<file path="src/rtl/impix_pkg.sv">
`default_nettype none
// ============================================================================
// Module      : impix_pkg
// Description : Shared types and constants for the pixelization tile sequencer.
// Revision    : 1.0 - initial release
// ============================================================================
package impix_pkg;

    typedef enum logic [2:0] {
        ST_IDLE  = 3'd0,
        ST_SETUP = 3'd1,
        ST_ISSUE = 3'd2,
        ST_DRAIN = 3'd3,
        ST_DONE  = 3'd4
    } state_t;

    localparam logic [2:0] c_ADDR_CTRL   = 3'd0;
    localparam logic [2:0] c_ADDR_STATUS = 3'd1;
    localparam logic [2:0] c_ADDR_IMG_W  = 3'd2;
    localparam logic [2:0] c_ADDR_IMG_H  = 3'd3;
    localparam logic [2:0] c_ADDR_BLK    = 3'd4;
    localparam logic [2:0] c_ADDR_TILES  = 3'd5;
    localparam logic [2:0] c_ADDR_OUTST  = 3'd6;

    localparam int c_CTRL_START  = 0;
    localparam int c_CTRL_ABORT  = 1;
    localparam int c_CTRL_USE_SW = 2;
    localparam int c_CTRL_IRQ_EN = 3;

    localparam int c_STAT_BUSY    = 0;
    localparam int c_STAT_DONE    = 1;
    localparam int c_STAT_ABORTED = 2;
    localparam int c_STAT_ERR     = 3;

    localparam logic [2:0] c_BLK_MIN = 3'd1;
    localparam logic [2:0] c_BLK_MAX = 3'd6;

    // Block size is stored as log2; anything outside 1..6 saturates.
    function automatic logic [2:0] clamp_log2(input logic [31:0] v);
        logic [2:0] r;
        if (v < {29'd0, c_BLK_MIN})
            r = c_BLK_MIN;
        else if (v > {29'd0, c_BLK_MAX})
            r = c_BLK_MAX;
        else
            r = v[2:0];
        return r;
    endfunction

endpackage
`default_nettype wire

</file>
<file path="src/rtl/impix_tile_walker.sv">
`default_nettype none
// ============================================================================
// Module      : impix_tile_walker
// Description : Raster-order tile origin counters with edge clipping.
// Revision    : 1.0 - initial release
// ============================================================================
module impix_tile_walker #(
    parameter int DIM_W = 12
) (
    input  logic             clk,
    input  logic             rst_n,
    input  logic             i_init,
    input  logic             i_step,
    input  logic [2:0]       i_size_log2,
    input  logic [DIM_W-1:0] i_img_w,
    input  logic [DIM_W-1:0] i_img_h,
    output logic [DIM_W-1:0] o_x,
    output logic [DIM_W-1:0] o_y,
    output logic [6:0]       o_w,
    output logic [6:0]       o_h,
    output logic             o_last
);
    import impix_pkg::*;

    logic [DIM_W-1:0] r_x;
    logic [DIM_W-1:0] r_y;
    logic [6:0]       r_size;

    logic [DIM_W:0]   w_size_ext;
    logic [DIM_W-1:0] w_size_dim;
    logic [DIM_W:0]   w_rem_w;
    logic [DIM_W:0]   w_rem_h;
    logic [DIM_W:0]   w_x_end;
    logic [DIM_W:0]   w_y_end;
    logic             w_x_edge;
    logic             w_y_edge;

    assign w_size_ext = {{(DIM_W-6){1'b0}}, r_size};
    assign w_size_dim = {{(DIM_W-7){1'b0}}, r_size};

    // One extra bit keeps the remaining-extent and end-of-tile sums exact.
    assign w_rem_w  = {1'b0, i_img_w} - {1'b0, r_x};
    assign w_rem_h  = {1'b0, i_img_h} - {1'b0, r_y};
    assign w_x_end  = {1'b0, r_x} + w_size_ext;
    assign w_y_end  = {1'b0, r_y} + w_size_ext;
    assign w_x_edge = w_x_end >= {1'b0, i_img_w};
    assign w_y_edge = w_y_end >= {1'b0, i_img_h};

    assign o_x    = r_x;
    assign o_y    = r_y;
    assign o_w    = (w_rem_w >= w_size_ext) ? r_size : w_rem_w[6:0];
    assign o_h    = (w_rem_h >= w_size_ext) ? r_size : w_rem_h[6:0];
    assign o_last = w_x_edge && w_y_edge;

    always_ff @(posedge clk) begin
        if (!rst_n) begin
            r_x    <= '0;
            r_y    <= '0;
            r_size <= '0;
        end else if (i_init) begin
            r_x    <= '0;
            r_y    <= '0;
            r_size <= 7'd1 << i_size_log2;
        end else if (i_step) begin
            if (w_x_edge) begin
                r_x <= '0;
                r_y <= r_y + w_size_dim;
            end else begin
                r_x <= r_x + w_size_dim;
            end
        end
    end

endmodule
`default_nettype wire

</file>
<file path="src/rtl/impix_tile_sequencer.sv">
`default_nettype none
// ============================================================================
// Module      : impix_tile_sequencer
// Description : CSR-controlled tile command sequencer with completion credits.
// Revision    : 1.0 - initial release
// ============================================================================
module impix_tile_sequencer #(
    parameter int DIM_W   = 12,
    parameter int MAX_OUT = 4
) (
    input  logic             clk_clk,
    input  logic             reset_reset_n,
    input  logic [2:0]       avs_address,
    input  logic             avs_write,
    input  logic [31:0]      avs_writedata,
    input  logic             avs_read,
    output logic [31:0]      avs_readdata,
    input  logic [3:0]       sw_in,
    output logic [3:0]       ind_out,
    output logic             cmd_valid,
    input  logic             cmd_ready,
    output logic [DIM_W-1:0] cmd_x,
    output logic [DIM_W-1:0] cmd_y,
    output logic [6:0]       cmd_w,
    output logic [6:0]       cmd_h,
    output logic             cmd_last,
    input  logic             done_pulse,
    output logic             irq
);
    import impix_pkg::*;

    localparam logic [3:0] c_MAX_OUT = 4'(MAX_OUT);

    state_t           r_state;
    state_t           w_state_nxt;
    logic [DIM_W-1:0] r_img_w;
    logic [DIM_W-1:0] r_img_h;
    logic [2:0]       r_blk;
    logic             r_use_sw;
    logic             r_irq_en;
    logic             r_done;
    logic             r_aborted;
    logic             r_err;
    logic             r_abort_pend;
    logic [31:0]      r_tiles_done;
    logic [3:0]       r_out_cnt;
    logic [31:0]      r_readdata;
    logic [3:0]       r_ind;
    logic [3:0]       r_sw_meta;
    logic [3:0]       r_sw_sync;

    logic             w_ctrl_wr;
    logic             w_abort;
    logic             w_start;
    logic             w_busy;
    logic             w_zero_img;
    logic             w_hs;
    logic             w_done_acc;
    logic             w_stray;
    logic             w_frame_init;
    logic             w_last;
    logic [2:0]       w_eff_log2;
    logic             w_sw_unused;

    assign w_ctrl_wr    = avs_write && (avs_address == c_ADDR_CTRL);
    assign w_abort      = w_ctrl_wr && avs_writedata[c_CTRL_ABORT];
    assign w_start      = w_ctrl_wr && avs_writedata[c_CTRL_START] && !w_abort;
    assign w_busy       = (r_state != ST_IDLE);
    assign w_zero_img   = (r_img_w == '0) || (r_img_h == '0);
    assign w_hs         = cmd_valid && cmd_ready;
    assign w_done_acc   = done_pulse && (r_out_cnt != '0);
    assign w_stray      = done_pulse && (r_out_cnt == '0);
    assign w_frame_init = (r_state == ST_SETUP) ||
                          ((r_state == ST_IDLE) && w_start && w_zero_img);
    assign w_eff_log2   = r_use_sw ? clamp_log2({29'd0, r_sw_sync[2:0]}) : r_blk;
    assign w_sw_unused  = r_sw_sync[3];

    assign cmd_last     = w_last && cmd_valid;
    assign avs_readdata = r_readdata;
    assign ind_out      = r_ind;
    assign irq          = r_irq_en && (r_done || r_aborted || r_err);

    impix_tile_walker #(
        .DIM_W (DIM_W)
    ) u_walker (
        .clk         (clk_clk),
        .rst_n       (reset_reset_n),
        .i_init      (r_state == ST_SETUP),
        .i_step      (w_hs),
        .i_size_log2 (w_eff_log2),
        .i_img_w     (r_img_w),
        .i_img_h     (r_img_h),
        .o_x         (cmd_x),
        .o_y         (cmd_y),
        .o_w         (cmd_w),
        .o_h         (cmd_h),
        .o_last      (w_last)
    );

    always_ff @(posedge clk_clk) begin
        if (!reset_reset_n)
            r_state <= ST_IDLE;
        else
            r_state <= w_state_nxt;
    end

    // An abort leaves ISSUE immediately; a handshake in that same cycle still counts.
    always_comb begin
        w_state_nxt = r_state;
        cmd_valid   = 1'b0;
        case (r_state)
            ST_IDLE: begin
                if (w_start)
                    w_state_nxt = w_zero_img ? ST_DONE : ST_SETUP;
            end
            ST_SETUP: begin
                w_state_nxt = w_abort ? ST_DRAIN : ST_ISSUE;
            end
            ST_ISSUE: begin
                cmd_valid = (r_out_cnt < c_MAX_OUT);
                if (w_abort || (cmd_valid && cmd_ready && w_last))
                    w_state_nxt = ST_DRAIN;
            end
            ST_DRAIN: begin
                if (r_out_cnt == '0)
                    w_state_nxt = ST_DONE;
            end
            ST_DONE: begin
                w_state_nxt = ST_IDLE;
            end
            default: begin
                w_state_nxt = ST_IDLE;
            end
        endcase
    end

    always_ff @(posedge clk_clk) begin
        if (!reset_reset_n) begin
            r_img_w      <= '0;
            r_img_h      <= '0;
            r_blk        <= 3'd3;
            r_use_sw     <= 1'b0;
            r_irq_en     <= 1'b0;
            r_done       <= 1'b0;
            r_aborted    <= 1'b0;
            r_err        <= 1'b0;
            r_abort_pend <= 1'b0;
            r_tiles_done <= '0;
            r_out_cnt    <= '0;
        end else begin
            if (avs_write) begin
                case (avs_address)
                    c_ADDR_CTRL: begin
                        r_irq_en <= avs_writedata[c_CTRL_IRQ_EN];
                        if (!w_busy)
                            r_use_sw <= avs_writedata[c_CTRL_USE_SW];
                    end
                    c_ADDR_STATUS: begin
                        if (avs_writedata[c_STAT_DONE])    r_done    <= 1'b0;
                        if (avs_writedata[c_STAT_ABORTED]) r_aborted <= 1'b0;
                        if (avs_writedata[c_STAT_ERR])     r_err     <= 1'b0;
                    end
                    c_ADDR_IMG_W: if (!w_busy) r_img_w <= avs_writedata[DIM_W-1:0];
                    c_ADDR_IMG_H: if (!w_busy) r_img_h <= avs_writedata[DIM_W-1:0];
                    c_ADDR_BLK:   if (!w_busy) r_blk   <= clamp_log2(avs_writedata);
                    default: ;
                endcase
            end

            // Later assignments take priority: frame init, then completion, then error.
            if (w_frame_init) begin
                r_done       <= 1'b0;
                r_aborted    <= 1'b0;
                r_err        <= 1'b0;
                r_tiles_done <= '0;
            end
            if (r_state == ST_DONE) begin
                if (r_abort_pend)
                    r_aborted <= 1'b1;
                else
                    r_done <= 1'b1;
            end
            if (w_stray)
                r_err <= 1'b1;
            if (w_done_acc)
                r_tiles_done <= r_tiles_done + 32'd1;

            if (r_state == ST_DONE)
                r_abort_pend <= 1'b0;
            else if (w_abort && w_busy)
                r_abort_pend <= 1'b1;

            if (w_hs && !w_done_acc)
                r_out_cnt <= r_out_cnt + 4'd1;
            else if (!w_hs && w_done_acc)
                r_out_cnt <= r_out_cnt - 4'd1;
        end
    end

    always_ff @(posedge clk_clk) begin
        if (!reset_reset_n) begin
            r_readdata <= '0;
            r_ind      <= '0;
            r_sw_meta  <= '0;
            r_sw_sync  <= '0;
        end else begin
            r_sw_meta <= sw_in;
            r_sw_sync <= r_sw_meta;
            r_ind     <= {r_err, r_aborted, r_done, w_busy};
            if (avs_read) begin
                case (avs_address)
                    c_ADDR_CTRL:   r_readdata <= {28'd0, r_irq_en, r_use_sw, 2'b00};
                    c_ADDR_STATUS: r_readdata <= {28'd0, r_err, r_aborted, r_done, w_busy};
                    c_ADDR_IMG_W:  r_readdata <= {{(32-DIM_W){1'b0}}, r_img_w};
                    c_ADDR_IMG_H:  r_readdata <= {{(32-DIM_W){1'b0}}, r_img_h};
                    c_ADDR_BLK:    r_readdata <= {29'd0, r_blk};
                    c_ADDR_TILES:  r_readdata <= r_tiles_done;
                    c_ADDR_OUTST:  r_readdata <= {28'd0, r_out_cnt};
                    default:       r_readdata <= '0;
                endcase
            end
        end
    end

endmodule
`default_nettype wire

</file>
<file path="config.mk">
export PLATFORM = sky130hd
export DESIGN_NAME = impix_tile_sequencer
export DESIGN_NICKNAME = d
export VERILOG_FILES = /design/src/rtl/impix_pkg.sv /design/src/rtl/impix_tile_walker.sv /design/src/rtl/impix_tile_sequencer.sv
export SDC_FILE = /design/constraint.sdc
export NUM_CORES = 1
export LEC_CHECK = 0
export BUFFER_PORTS_ARGS = -buffer_cell sky130_fd_sc_hd__buf_2
export CORE_AREA = 2 2 159 161
export CTS_CLUSTER_DIAMETER = 60
export CTS_CLUSTER_SIZE = 24
export DETAILED_ROUTE_END_ITERATION = 12
export DIE_AREA = 0 0 161 163
export HOLD_SLACK_MARGIN = 0.12
export MAX_ROUTING_LAYER = met4
export PLACE_DENSITY = 0.59
export RECOVER_POWER = 50
export SYNTH_ARGS = -nofsm -noshare
export SYNTH_HDL_FRONTEND = slang
export SYNTH_HIERARCHICAL = 1
export SYNTH_SLANG_ARGS = --single-unit
</file>
<file path="constraint.sdc">
create_clock -name clk_clk -period 6.3 [get_ports clk_clk]
set_input_delay 0.945 -clock clk_clk [delete_from_list [all_inputs] [get_ports clk_clk]]
set_output_delay 0.945 -clock clk_clk [all_outputs]
set_load 0.005 [all_outputs]
</file>
==> summary.md <==
| Metric | Value |
|---|---|
| Vias in the first global route | `8055` |
| Setup crit start | `u_walker/r_size[0]$_SDFFE_PN0P_` |
| TNS Setup | `0 ps` |
| Syn nets | `1308` |
| CTS root buffer | `clkbuf_16` |
| Share of cells above drive strength 1 | `12.1%` |
| Most used DFF post-synth | `dfxtp_1` |
| Min-delay worst type | `flop to flop` |
| Hpwl dp | `20400 µm` |
| Yosys warnings | `6` |
| Synthesized cell area | `9700 µm²` |
| Synthesized area per cell | `8.24 µm²` |
| Placed Area | `10500 µm²` |
| Vias | `8718` |
| Hold_sp | `r_sw_meta[1]$_SDFF_PN0_` |
| Die ar. | `26200 µm²` |
| Slew @ Worst Pin | `2770 ps` |
| Placed cell count | `1581` |
| Initial antenna violation count | `0` |
| Count of cell types in the netlist | `76` |
| First-pass DRT Iterations | `6` |
| Worst reg2reg startpoint | `u_walker/r_size[0]$_SDFFE_PN0P_` |
| Post-synthesis sequential area ratio | `29.9%` |
| Clock Tree Buf Depth | `2` |
| Failing checks | `max-capacitance violations, max-slew violations` |
| Critical path class | `flop to output port` |
| Fin. max-slew vios | `77` |
| Starting Density | `39.3%` |
| # DRC | `0` |
| Clk_lat worst skew | `440 ps` |
| R2R Setup Slk | `1790 ps` |
| Yosys top cell area share | `29.9%` |
| Placer congestion estimate | `0.859` |
| Core ar. | `24700 µm²` |
| Kind of end point of the critical path | `output port` |
| Utilization after layout | `45.1%` |
| Post_cts resized | `0` |
| First-pass GRT wire length | `43400 µm` |
| TritonCTS Buffers | `17` |
| Async set-reset flop share out of synthesis | `0%` |
| Worst Setup EP | `cmd_last` |
| Setup-failing EPs final | `0` |
| Fin crit share | `86.3%` |
| Port Buf Inserts | `120` |
| MaxCap Viol Count | `1` |
| Number of synthesized register bits | `145` |
| Status | `complete, but fails checks` |
| GRT Overall Usage | `21.3%` |
| WL final | `27400 µm` |
| Layout Skew | `16.1 ps` |
| Largest net degree at the start of global routing | `77` |
| Num rows | `58` |
| Wire length per cell | `17.0 µm` |
| Fmax | `184 MHz` |
| Final Hold Violating Endpoints | `0` |
| Vias per Instance | `5.40` |
| RSZ-0062 raised after global routing | `no` |
| PwrDens | `227 nW/µm²` |
| CTS Sinks | `145` |
| Leak pwr | `4.50 nW` |
| Antenna Nets Post-Route | `0` |
| Relative slew slack | `-84.5%` |
| Layout area overhead | `14.6%` |
| Required @ worst endpoint | `5350 ps` |
| Hold_buf cts | `0` |
| EDFF count, synth | `0` |
| CP Max Fanout | `12` |
| Final min period | `5440 ps` |
| CTS tree | `done` |
| Worst-path clk slew | `70 ps` |
| Largest area contributor in the netlist | `dfxtp_1` |
| CP Launch Type | `flop` |
| I/O pins | `122` |
| Synth Instances | `1178` |
| Die X | `161 µm` |
| Synth area leaders | `dfxtp_1, ha_1, nor2b_1` |
| Setup bufs post-CTS | `0` |
| Gr ovfl total | `0` |
| Fin nets | `1400` |
| Htree depth | `4` |
| Final instance area | `11100 µm²` |
| R2R Path End | `r_state[0]$_SDFFE_PN0P_` |
| Peak supply drop | `0.193 mV` |
| Non-filler cells, final | `1615` |
| Drt first-iter violations | `744` |
| R2r worst-path depth | `20` |
| Height of the die | `163 µm` |
| WP data arrival | `4490 ps` |
| Total power | `2.52 mW` |
[per-layer routing]
layer	global-route usage [%]	wire, µm
met1	28.3	13300
met2	34.2	12700
met3	3.69	1040
met4	4.22	382
met5	-	0
[metrics by stage]
step | hold WS (ps) | setup slack, ps
2_1_floorplan | 412 | 1980
5_1_grt | 492 | 527
3_3_place_gp | 425 | 1360
3_5_place_dp | 427 | 1360
6_report | 442 | 862
4_1_cts | 443 | 872
[cells by family (layout without fill, tap and decap cells)]
group                    after synthesis  after routing  share of synthesized area, %
AND/OR/NAND/NOR                      431            431                          24.2
AO/OA/AOI/OAI                        270            270                          17.9
flip-flops                           145            145                          29.9
buffers and inverters                140            245                          5.80
adder cells (fa/ha/maj)               85             85                          11.3
multiplexers                          62             62                          6.73
XOR/XNOR                              45             45                          4.06
other                                  0              2                             0
[power by group]
part           switching [mW]  internal (mW)
Sequential             0.0477          0.943
Clock                   0.478          0.645
Combinational           0.251          0.158
[cell usage after synthesis (5+ instances only)]
cell / n
xor2_1: 13
mux2i_1: 45
o31ai_1: 6
nor3_1: 26
a21boi_0: 7
clkbuf_1: 38
dfxtp_1: 145
nand3_1: 45
a21oi_1: 81
nand4_1: 21
o22ai_1: 15
nor2_1: 64
mux2_2: 15
ha_1: 80
a221o_1: 5
a31oi_1: 18
nor4_1: 21
o21bai_1: 8
and2_1: 29
a21o_1: 10
nor2b_1: 84
inv_1: 87
a211o_1: 5
o21ai_0: 52
buf_2: 6
a211oi_1: 5
xnor2_1: 32
and4_1: 9
nand2_1: 75
and3_1: 17
o21a_1: 13
or3_1: 7
nand2b_1: 11
o211ai_1: 6
fa_1: 5
[area by class of cell]
type / instances / area (µm²)
fill: 2542 / 13600
clock buffer: 17 / 425
timing repair buffer: 125 / 594
inverter: 88 / 330
tap: 330 / 413
antenna: 2 / 5.00
multi-input combinational: 893 / 6240
clock inverter: 15 / 208
sequential: 145 / 2900
[registers in the layout (all words and copies together), names as in the netlist]
register and count:
u_walker/o_y 12, r_err 1, avs_readdata 32, r_img_w 12, r_sw_sync 3, r_abort_pend 1, u_walker/r_size 7, r_aborted 1
r_sw_meta 3, ind_out 4, r_out_cnt 4, r_irq_en 1, r_state 3, r_img_h 12, r_tiles_done 32, r_blk 3
u_walker/o_x 12, r_done 1, r_use_sw 1
[placed cells by master (no fill, tap or decap), types with 45 or more instances in the layout]
master / n
dfxtp_1: 145
a21oi_1: 81
nor2b_1: 84
inv_1: 87
mux2i_1: 45
nand2_1: 75
nor2_1: 64
nand3_1: 45
o21ai_0: 52
buf_2: 88
ha_1: 80
[worst max-delay path: stages (launching register included)]
cell	delay, ps
dfxtp_1	390
ha_1	240
fa_1	400
a21o_1	170
a21oi_1	260
nand2b_1	190
a21oi_1	100
nand2_1	100
xnor2_1	100
ha_1	290
inv_1	50
o221ai_1	190
a41oi_1	70
o21ai_0	490
nor2_1	200
buf_4	230
a21oi_1	300
and2_1	180
buf_2	110
[how the worst min path moves through the flow]
stage	slack, ps	endpoint	depth (start not counted)
final	440	r_sw_sync[1]$_SDFF_PN0_	1
after global routing	490	r_sw_sync[0]$_SDFF_PN0_	1
after CTS	440	r_sw_sync[1]$_SDFF_PN0_	1
after detailed placement	430	r_sw_sync[2]$_SDFF_PN0_	1
after global placement	420	r_sw_sync[1]$_SDFF_PN0_	1
after floorplan	410	r_sw_sync[0]$_SDFF_PN0_	1
Note: power is estimated with default switching activity, not from simulation.
